## src/rtl/vendor_dual_panel_ctrl_if.sv

```systemverilog
`default_nettype none
// ============================================================================
//  Module      : vendor_dual_panel_ctrl_if
//  Description : Panel request/ack, core strobe/response and per-panel
//                result pulses shared between the dual-panel controller and
//                its environment.
//  Revision    : 1.0 - initial release
// ============================================================================
interface vendor_dual_panel_ctrl_if;
    // Panel coin requests (level, held until the matching ack)
    logic       req_a_x;
    logic       req_a_y;
    logic       req_b_x;
    logic       req_b_y;
    // Coin accepted pulses
    logic       ack_a;
    logic       ack_b;
    // Vending core strobes and Mealy responses
    logic       core_inx;
    logic       core_iny;
    logic       core_clr;
    logic       core_outo;
    logic       core_outz;
    // Per-panel result pulses
    logic       vend_a;
    logic       vend_b;
    logic       change_a;
    logic       change_b;
    logic       refund_a;
    logic       refund_b;
    logic [1:0] refund_amt;

    // Environment side: panels plus the vending core
    modport master (
        output req_a_x, req_a_y, req_b_x, req_b_y, core_outo, core_outz,
        input  ack_a, ack_b, core_inx, core_iny, core_clr,
        input  vend_a, vend_b, change_a, change_b,
        input  refund_a, refund_b, refund_amt
    );

    // Controller side
    modport slave (
        input  req_a_x, req_a_y, req_b_x, req_b_y, core_outo, core_outz,
        output ack_a, ack_b, core_inx, core_iny, core_clr,
        output vend_a, vend_b, change_a, change_b,
        output refund_a, refund_b, refund_amt
    );
endinterface
`default_nettype wire

```

## src/rtl/vendor_dual_panel_ctrl.sv

```systemverilog
`default_nettype none
// ============================================================================
//  Module      : vendor_dual_panel_ctrl
//  Description : Shares one 15-cent vending core between two customer panels.
//                A panel owns the core from its first coin until dispense or
//                timeout; on timeout the tracked credit is refunded and the
//                core is cleared. Every output is registered.
//  Revision    : 1.0 - initial release
// ============================================================================
module vendor_dual_panel_ctrl #(
    parameter int TIMEOUT_CYCLES = 1000,
    parameter int CNT_W          = 10
) (
    input  logic                     clk,
    input  logic                     rst,
    vendor_dual_panel_ctrl_if.slave  bus
);

    typedef enum logic [2:0] {
        ST_IDLE  = 3'd0,
        ST_OWN   = 3'd1,
        ST_ISSUE = 3'd2,
        ST_GAP   = 3'd3,
        ST_CLR   = 3'd4
    } state_t;

    localparam logic [1:0]       c_owner_none = 2'b00;
    localparam logic [1:0]       c_owner_a    = 2'b01;
    localparam logic [1:0]       c_owner_b    = 2'b10;
    localparam logic [CNT_W-1:0] c_timer_last = CNT_W'(TIMEOUT_CYCLES - 1);
    localparam logic [CNT_W-1:0] c_timer_one  = CNT_W'(1);

    // Session state
    state_t           state_q,  state_d;
    logic [1:0]       owner_q,  owner_d;
    logic             coin_q,   coin_d;      // coin in flight: 1 = 10c, 0 = 5c
    logic [1:0]       credit_q, credit_d;    // tracked credit in nickels
    logic             rr_ptr_q, rr_ptr_d;    // 0 = A wins next contention
    logic [CNT_W-1:0] timer_q,  timer_d;

    // Registered outputs
    logic       ack_a_q,      ack_a_d;
    logic       ack_b_q,      ack_b_d;
    logic       core_inx_q,   core_inx_d;
    logic       core_iny_q,   core_iny_d;
    logic       core_clr_q,   core_clr_d;
    logic       vend_a_q,     vend_a_d;
    logic       vend_b_q,     vend_b_d;
    logic       change_a_q,   change_a_d;
    logic       change_b_q,   change_b_d;
    logic       refund_a_q,   refund_a_d;
    logic       refund_b_q,   refund_b_d;
    logic [1:0] refund_amt_q, refund_amt_d;

    // Arbitration and coin-select helpers
    logic       want_a;
    logic       want_b;
    logic       grant_b;
    logic       idle_sel_y;
    logic       own_is_b;
    logic       own_x;
    logic       own_y;
    logic [1:0] coin_nickels;
    logic [2:0] coin_sum;

    assign want_a       = bus.req_a_x | bus.req_a_y;
    assign want_b       = bus.req_b_x | bus.req_b_y;
    // B wins when it is alone, or when both request and the pointer says B
    assign grant_b      = want_b & (~want_a | rr_ptr_q);
    // 5c has priority: pick 10c only when the granted panel's x is low
    assign idle_sel_y   = grant_b ? ~bus.req_b_x : ~bus.req_a_x;
    assign own_is_b     = (owner_q == c_owner_b);
    assign own_x        = own_is_b ? bus.req_b_x : bus.req_a_x;
    assign own_y        = own_is_b ? bus.req_b_y : bus.req_a_y;
    assign coin_nickels = coin_q ? 2'd2 : 2'd1;
    assign coin_sum     = {1'b0, credit_q} + {1'b0, coin_nickels};

    // Next-state and registered-output decode for the session FSM
    always_comb begin
        state_d      = state_q;
        owner_d      = owner_q;
        coin_d       = coin_q;
        credit_d     = credit_q;
        rr_ptr_d     = rr_ptr_q;
        timer_d      = timer_q;
        ack_a_d      = 1'b0;
        ack_b_d      = 1'b0;
        core_inx_d   = 1'b0;
        core_iny_d   = 1'b0;
        core_clr_d   = 1'b0;
        vend_a_d     = 1'b0;
        vend_b_d     = 1'b0;
        change_a_d   = 1'b0;
        change_b_d   = 1'b0;
        refund_a_d   = 1'b0;
        refund_b_d   = 1'b0;
        refund_amt_d = 2'd0;

        case (state_q)
            ST_IDLE: begin
                if (want_a | want_b) begin
                    owner_d    = grant_b ? c_owner_b : c_owner_a;
                    if (want_a & want_b) begin
                        rr_ptr_d = ~rr_ptr_q;
                    end
                    coin_d     = idle_sel_y;
                    ack_a_d    = ~grant_b;
                    ack_b_d    = grant_b;
                    core_inx_d = ~idle_sel_y;
                    core_iny_d = idle_sel_y;
                    timer_d    = '0;
                    state_d    = ST_ISSUE;
                end
            end

            ST_OWN: begin
                if (own_x | own_y) begin
                    // The non-owner panel is never looked at here
                    coin_d     = ~own_x;
                    ack_a_d    = ~own_is_b;
                    ack_b_d    = own_is_b;
                    core_inx_d = own_x;
                    core_iny_d = ~own_x;
                    state_d    = ST_ISSUE;
                end else if (timer_q == c_timer_last) begin
                    core_clr_d   = 1'b1;
                    refund_a_d   = ~own_is_b;
                    refund_b_d   = own_is_b;
                    refund_amt_d = credit_q;
                    state_d      = ST_CLR;
                end else begin
                    timer_d = timer_q + c_timer_one;
                end
            end

            ST_ISSUE: begin
                // Core response is Mealy on the strobe now on the wires
                vend_a_d   = bus.core_outo & ~own_is_b;
                vend_b_d   = bus.core_outo & own_is_b;
                change_a_d = bus.core_outz & ~own_is_b;
                change_b_d = bus.core_outz & own_is_b;
                if (bus.core_outo) begin
                    credit_d = 2'd0;
                    owner_d  = c_owner_none;
                end else begin
                    credit_d = coin_sum[1:0];
                end
                timer_d = '0;
                state_d = ST_GAP;
            end

            ST_GAP: begin
                // Requests are not sampled here, so a req still held while
                // its ack is seen is not counted twice. This guard cycle is
                // the first idle cycle of the timeout window.
                timer_d = timer_q + c_timer_one;
                state_d = (owner_q == c_owner_none) ? ST_IDLE : ST_OWN;
            end

            ST_CLR: begin
                credit_d = 2'd0;
                owner_d  = c_owner_none;
                timer_d  = '0;
                state_d  = ST_IDLE;
            end

            default: begin
                state_d = ST_IDLE;
            end
        endcase
    end

    // State and output registers with asynchronous reset
    always_ff @(posedge clk or posedge rst) begin
        if (rst) begin
            state_q      <= ST_IDLE;
            owner_q      <= c_owner_none;
            coin_q       <= 1'b0;
            credit_q     <= 2'd0;
            rr_ptr_q     <= 1'b0;
            timer_q      <= '0;
            ack_a_q      <= 1'b0;
            ack_b_q      <= 1'b0;
            core_inx_q   <= 1'b0;
            core_iny_q   <= 1'b0;
            core_clr_q   <= 1'b0;
            vend_a_q     <= 1'b0;
            vend_b_q     <= 1'b0;
            change_a_q   <= 1'b0;
            change_b_q   <= 1'b0;
            refund_a_q   <= 1'b0;
            refund_b_q   <= 1'b0;
            refund_amt_q <= 2'd0;
        end else begin
            state_q      <= state_d;
            owner_q      <= owner_d;
            coin_q       <= coin_d;
            credit_q     <= credit_d;
            rr_ptr_q     <= rr_ptr_d;
            timer_q      <= timer_d;
            ack_a_q      <= ack_a_d;
            ack_b_q      <= ack_b_d;
            core_inx_q   <= core_inx_d;
            core_iny_q   <= core_iny_d;
            core_clr_q   <= core_clr_d;
            vend_a_q     <= vend_a_d;
            vend_b_q     <= vend_b_d;
            change_a_q   <= change_a_d;
            change_b_q   <= change_b_d;
            refund_a_q   <= refund_a_d;
            refund_b_q   <= refund_b_d;
            refund_amt_q <= refund_amt_d;
        end
    end

    assign bus.ack_a      = ack_a_q;
    assign bus.ack_b      = ack_b_q;
    assign bus.core_inx   = core_inx_q;
    assign bus.core_iny   = core_iny_q;
    assign bus.core_clr   = core_clr_q;
    assign bus.vend_a     = vend_a_q;
    assign bus.vend_b     = vend_b_q;
    assign bus.change_a   = change_a_q;
    assign bus.change_b   = change_b_q;
    assign bus.refund_a   = refund_a_q;
    assign bus.refund_b   = refund_b_q;
    assign bus.refund_amt = refund_amt_q;

    // A healthy core dispenses exactly when the deposit reaches 15c
    a_core_dispense_consistent : assert property (
        @(posedge clk) disable iff (rst)
        (state_q == ST_ISSUE) |-> (bus.core_outo == (coin_sum >= 3'd3))
    );

endmodule
`default_nettype wire
```

## src/flat_wrapper.sv

```systemverilog
// flat-port wrapper written by rule: the top's interface ports become plain ports
module vendor_dual_panel_ctrl_flat 
#(
    parameter int TIMEOUT_CYCLES = 1000,
    parameter int CNT_W          = 10
)
  (clk, rst, bus_req_a_x, bus_req_a_y, bus_req_b_x, bus_req_b_y, bus_core_outo, bus_core_outz, bus_ack_a, bus_ack_b, bus_core_inx, bus_core_iny, bus_core_clr, bus_vend_a, bus_vend_b, bus_change_a, bus_change_b, bus_refund_a, bus_refund_b, bus_refund_amt);
  vendor_dual_panel_ctrl_if bus_i ();
  input  logic clk;
  input  logic rst;
  input wire logic [$bits(bus_i.req_a_x)-1:0] bus_req_a_x;
  input wire logic [$bits(bus_i.req_a_y)-1:0] bus_req_a_y;
  input wire logic [$bits(bus_i.req_b_x)-1:0] bus_req_b_x;
  input wire logic [$bits(bus_i.req_b_y)-1:0] bus_req_b_y;
  input wire logic [$bits(bus_i.core_outo)-1:0] bus_core_outo;
  input wire logic [$bits(bus_i.core_outz)-1:0] bus_core_outz;
  output wire logic [$bits(bus_i.ack_a)-1:0] bus_ack_a;
  output wire logic [$bits(bus_i.ack_b)-1:0] bus_ack_b;
  output wire logic [$bits(bus_i.core_inx)-1:0] bus_core_inx;
  output wire logic [$bits(bus_i.core_iny)-1:0] bus_core_iny;
  output wire logic [$bits(bus_i.core_clr)-1:0] bus_core_clr;
  output wire logic [$bits(bus_i.vend_a)-1:0] bus_vend_a;
  output wire logic [$bits(bus_i.vend_b)-1:0] bus_vend_b;
  output wire logic [$bits(bus_i.change_a)-1:0] bus_change_a;
  output wire logic [$bits(bus_i.change_b)-1:0] bus_change_b;
  output wire logic [$bits(bus_i.refund_a)-1:0] bus_refund_a;
  output wire logic [$bits(bus_i.refund_b)-1:0] bus_refund_b;
  output wire logic [$bits(bus_i.refund_amt)-1:0] bus_refund_amt;
  assign bus_i.req_a_x = bus_req_a_x;
  assign bus_i.req_a_y = bus_req_a_y;
  assign bus_i.req_b_x = bus_req_b_x;
  assign bus_i.req_b_y = bus_req_b_y;
  assign bus_i.core_outo = bus_core_outo;
  assign bus_i.core_outz = bus_core_outz;
  assign bus_ack_a = bus_i.ack_a;
  assign bus_ack_b = bus_i.ack_b;
  assign bus_core_inx = bus_i.core_inx;
  assign bus_core_iny = bus_i.core_iny;
  assign bus_core_clr = bus_i.core_clr;
  assign bus_vend_a = bus_i.vend_a;
  assign bus_vend_b = bus_i.vend_b;
  assign bus_change_a = bus_i.change_a;
  assign bus_change_b = bus_i.change_b;
  assign bus_refund_a = bus_i.refund_a;
  assign bus_refund_b = bus_i.refund_b;
  assign bus_refund_amt = bus_i.refund_amt;
  vendor_dual_panel_ctrl #(.TIMEOUT_CYCLES(TIMEOUT_CYCLES), .CNT_W(CNT_W)) u_core (.clk(clk), .rst(rst), .bus(bus_i));
endmodule
```

## config.mk

```make
export PLATFORM = sky130hd
export DESIGN_NAME = vendor_dual_panel_ctrl_flat
export DESIGN_NICKNAME = d
export VERILOG_FILES = /design/src/rtl/vendor_dual_panel_ctrl_if.sv /design/src/rtl/vendor_dual_panel_ctrl.sv /design/src/flat_wrapper.sv
export SDC_FILE = /design/constraint.sdc
export NUM_CORES = 1
export LEC_CHECK = 0
export BUFFER_PORTS_ARGS = -buffer_cell sky130_fd_sc_hd__buf_2
export CORE_MARGIN = 2
export CORE_UTILIZATION = 51
export CTS_CLUSTER_SIZE = 40
export DETAILED_ROUTE_END_ITERATION = 12
export PLACE_DENSITY = 0.74
export SLEW_MARGIN = 20
export SYNTH_ARGS = -nofsm -noshare
export SYNTH_HDL_FRONTEND = slang
export SYNTH_SLANG_ARGS = --single-unit
```

## constraint.sdc

```tcl
create_clock -name clk -period 1.6 [get_ports clk]
set_input_delay 0.16 -clock clk [delete_from_list [all_inputs] [get_ports clk]]
set_output_delay 0.16 -clock clk [all_outputs]
set_load 0.005 [all_outputs]
```

### Word-level counts from Yosys, hierarchy flattened

Cells that the tools add are included.
W data, S select, Z words.

| operators by class | value |
|---|---|
| add/sub/neg operators | 2 |
| reduce and logical (&&, ||, !) cells | 12 |
| bitwise operators | 19 |
| equality and inequality tests | 12 |
| mux-type cells | 50 |

Operators with widths:

| cell | number |
|---|---|
| $pmux W10 S4 | 1 |
| $mux W10 | 3 |
| $mux W1 | 27 |
| $mux W2 | 8 |
| $pmux W3 S4 | 1 |
| $add A10 B1 Y10 const B | 1 |
| $eq A10 B10 Y1 const B | 1 |
| $pmux W1 S2 | 5 |
| $mux W3 | 3 |
| $reduce_and A3 Y1 | 3 |
| $not A1 Y1 | 8 |
| $and A1 B1 Y1 | 6 |
| $eq A3 B2 Y1 const B | 2 |
| $ne A2 B2 Y1 const B | 3 |
| $pmux W2 S3 | 1 |
| $or A1 B1 Y1 | 5 |
| $ne A2 B1 Y1 const B | 2 |
| $pmux W2 S2 | 1 |
| $reduce_and A4 Y1 | 1 |
| $reduce_bool A2 Y1 | 2 |
| $reduce_bool A4 Y1 | 1 |
| $eq A3 B1 Y1 const B | 1 |
| $eq A3 B3 Y1 const B | 1 |
| $logic_not A3 Y1 | 1 |
| other kinds (7) | 7 |

| word-level totals | value |
|---|---|
| register bits after elaboration | 32 |
| input port bits | 8 |
| output and inout port bits | 13 |

### Longest topological paths before layout

| logic depth | value |
|---|---|
| word-level depth | 8 |
| mapped depth | 7 |
| depth with buffers taken out | 7 |

### Worst setup path before layout

No wires, ideal clock.

| timing | value |
|---|---|
| path kind | register to register |
| from | register u_core.owner_q[0] |
| to | register u_core.timer_q[6] |
| buffers on the path | 1 |
| cell stages (with the launch flop) | 7 |
| arrival | 1.462 ns |
| slack | 0.012 ns |
| cell sequence | dfrtp_1 -> nand2b_2 -> mux2i_2 -> o31a_1 -> buf_6 -> o21ai_1 -> o31ai_1 |

| between the ends | value |
|---|---|
| longest elaborated chain between the ends | 5 |
| elaborated cells on any way between the ends | 6 |

Ends and longest elaborated chain:

| item | line | text |
|---|---|---|
| from (decl) | vendor_dual_panel_ctrl.sv:35 | `logic [1:0] owner_q, owner_d;` |
| from (signal assigned) | vendor_dual_panel_ctrl.sv:177 | `owner_q <= c_owner_none;` |
| from (signal assigned) | vendor_dual_panel_ctrl.sv:196 | `owner_q <= owner_d;` |
| $eq A2 B2 Y1 * | vendor_dual_panel_ctrl.sv:72 | `assign own_is_b = (owner_q == c_owner_b);` |
| $mux W1, on equally long branches | vendor_dual_panel_ctrl.sv:73, vendor_dual_panel_ctrl.sv:74 |  |
| $or A1 B1 Y1 * | vendor_dual_panel_ctrl.sv:117 | `if (own_x \| own_y) begin` |
| $ne A2 B2 Y1 (no source line) * | - |  |
| $reduce_and A4 Y1 (no source line) * | - |  |
| to (signal assigned) | vendor_dual_panel_ctrl.sv:200 | `timer_q <= timer_d;` |
| to (decl) | vendor_dual_panel_ctrl.sv:39 | `logic [CNT_W-1:0] timer_q, timer_d;` |

Mark *: on every way between the ends. The rest lies on a longest branch, timed or not.
A chain may end at the register's enable or synchronous reset.

### Worst setup path in the final report

| timing | value |
|---|---|
| from | register u_core.owner_q[0] |
| to | register u_core.timer_q[9] |

Same word-level chain as after synthesis.

==> flow_metrics.env <==
export IMPL_synth_edf_count=0
export IMPL_ioPinCount=21
export IMPL_synth_largest_area_cell="dfrtp_1"
export IMPL_place_congestion=0.835
export IMPL_hpwlAfterDp_mm=2.59
export IMPL_synth_ff_latch_count=32
export IMPL_antennaDiodeCount=0
export IMPL_clockBufferDepth=2
export IMPL_core_region_area_um2=3000
export IMPL_cts_buffers=5
export IMPL_path_cells="nand2b_4 > mux2i_4 > o21bai_2 > nand3_1 > o31ai_1"
export IMPL_clkTransAtPathRegs_ps=90
export IMPL_ys_seq_area_frac=0.503
export IMPL_std_cell_rows=20
export IMPL_outcome="finished, violations left"
export IMPL_crit_buf_inv=0
export IMPL_rsz0062_at_grt="true"
export IMPL_worst_slew_pin_slew_ps=388
export IMPL_start_util=0.530
export IMPL_drt_pass1_iterations=5
export IMPL_cp_max_fo=4
export IMPL_cap_violations=0
export IMPL_end_kind="flip-flop"
export IMPL_synth_simple_area_share=0.230
export IMPL_synth_cell_types=37
export IMPL_drt_iter0_markers=118
export IMPL_ys_flop_type="dfrtp_1"
export IMPL_cts_tree="done"
export IMPL_synthArstFlopShare=1.00
export IMPL_syn_area_um2=1590
export IMPL_rr_worst_depth=5
export IMPL_clock_sinks=32
export IMPL_crit_slowest_cell="dfrtp_1"
export IMPL_grtUsageTotal=0.232
export IMPL_die_h_um=59.9
export IMPL_synth_mux_area_frac=0.0212
export IMPL_max_freq_mhz=607
export IMPL_dieArea_um2=3590
export IMPL_grt_pass1_vias=1358
export IMPL_cp_depth=5
export IMPL_grt_max_degree=33
export IMPL_power_uw=2910
export IMPL_synth_top_family_by_area="simple AND/OR/NAND/NOR gates"
export IMPL_leakagePower_uw=0.000947
export IMPL_hp_class="in2reg"
export IMPL_die_w_um=59.9
export IMPL_drc=0
export IMPL_setup_ws_ps=-47.7
export IMPL_avgSynthCellArea_um2=9.26
export IMPL_synth_compound_area_frac=0.181
export IMPL_root_buffer="clkbuf_4"
export IMPL_layout_min_cycle_time_ps=1650
export IMPL_yosysTopAreaCellShare=0.503
export IMPL_wl_per_cell_um=15.2
export IMPL_path_delay_family="compound AO/OA/AOI/OAI gates"
export IMPL_routed_via_density=5.96
export IMPL_final_nets=223
export IMPL_ir_worst_vdd_mv=0.940
export IMPL_syn_inst=172
export IMPL_fin_util=0.668
export IMPL_h_tree_depth=2
export IMPL_relSlewSlack=0.741
export IMPL_synth_common_cells="32 x dfrtp_1, 19 x nand2_1, 18 x nor2_1"
export IMPL_power_density_nw_per_um2=1450
export IMPL_synth_xor_area_share=0.0110
export IMPL_finalMaxSlewViolations=0
export IMPL_critPathKind="reg2reg"
export IMPL_portBuffers=20
export IMPL_synth_most_common_cell="dfrtp_1"
export IMPL_grt_pass1_wl_mm=6.13
export IMPL_synthAdderAreaFrac=0.0157
export IMPL_antenna_found_initial=0
export IMPL_gr_total_overflow=0
export IMPL_synth_top_cells_by_area="dfrtp_1 50%, nand2_1 4.5%, nor2_1 4.2%"
export IMPL_cp_data_required_time_ps=1820
export IMPL_drt_wl_total_mm=3.74
export IMPL_yosys_warnings=0
export IMPL_hold_violations=0
export IMPL_ant_nets=0
export IMPL_vias=1467
export IMPL_violations="setup timing"
export IMPL_finalSetupViolCount=1
export IMPL_skew_ps=6.11
export IMPL_syn_num_nets=182
export IMPL_post_cts_setup_buffer_count=0
export IMPL_cp_arrival_ps=1870
export IMPL_insertion_delay_ps=330
export IMPL_max_stage_delay_ps=390
export IMPL_syn_to_final_growth_pct=26.0
export IMPL_period_share=1.03
export IMPL_drive_above_1_share=0.319
export IMPL_whs_path_depth=3
export IMPL_worst_setup_path_start_kind="flip-flop"
==> cells by family (layout without fill, tap and decap cells) <==
group | count (synthesis) | count (layout)
compound gates | 46 | 46
buf+inv | 14 | 55
fa+ha+maj | 2 | 2
flops | 32 | 32
simple gates | 73 | 73
xor+xnor | 2 | 2
mux | 3 | 3
==> state kept, by name, indices dropped and copies added, names as in the netlist, 2 cells and up <==
name / cells
u_core.state_q: 3
u_core.owner_q: 2
u_core.timer_q: 10
u_core.bus.refund_amt: 2
u_core.credit_q: 2
==> worst register-to-register path: stages (launching register included) <==
cell	delay, ps
dfrtp_1	390
nand2b_4	160
mux2i_4	210
o21bai_2	230
nand3_1	190
o31ai_1	340
==> power breakdown <==
part	internal [uW]	total [uW]	switching, uW
logic	598	1340	741
registers	995	1150	156
clock network	161	418	257
total	1750	2910	1150
==> stage by stage <==
stage / setup WS [ps] / setup TNS (ps) / hold slack, ps / instances / area (um2)
3_3_place_gp: 32.2 / 0 / 256 / 238 / 1860
3_5_place_dp: -91.6 / -625 / 265 / 238 / 1860
4_1_cts: 5.94 / 0 / 95.3 / 246 / 1930
6_report: -47.7 / -47.7 / 97.9 / 246 / 2010
5_1_grt: -81.5 / -430 / 115 / 246 / 2010
2_1_floorplan: 12.1 / 0 / 276 / 172 / 1590
==> path summary, 6_finish.rpt <==
path	from	end	slack (ps)
worst min-delay path	bus_core_outz	u_core.bus.change_b	100
max in group asynchronous	rst	u_core.timer_q[3]	860
worst max register to register	u_core.owner_q[0]	u_core.timer_q[9]	-50
worst min register to register	u_core.timer_q[3]	u_core.timer_q[3]	540
min in group asynchronous	rst	u_core.bus.vend_b	440
worst max-delay path	u_core.owner_q[0]	u_core.timer_q[9]	-50
==> timing repair <==
action / 4_1_cts / 5_1_grt
resized for setup: 3 / 19
hold endpoints to repair: 32 / 0
pin swaps: 0 / 5
setup endpoints to repair: 10 / 15
hold buffers: 1 / 0
==> layout make-up <==
type / instances / area, um2
clock buffer: 6 / 41.3
multi-input combinational: 126 / 820
clock inverter: 1 / 5.00
fill: 235 / 996
tap: 33 / 41.3
inverter: 5 / 18.8
timing repair buffer: 43 / 279
sequential: 32 / 802
==> layer usage <==
metal / track usage / routed length [um]
met5: 0 / 0
met2: 0.331 / 1830
met4: 0.0889 / 52
met3: 0.0866 / 277
met1: 0.321 / 1580
==> cell usage in the layout, fill, tap and decap left out, types with 4 or more instances in the layout <==
cell type,count
nand3_1,7
o21ai_1,8
dfrtp_1,31
a31oi_1,6
a21oi_1,8
o22ai_1,4
buf_4,21
clkbuf_4,5
nor2_1,18
and3_1,4
buf_2,20
o21ai_0,4
inv_1,5
nand2_1,16
(Power assumes the default switching activity.)
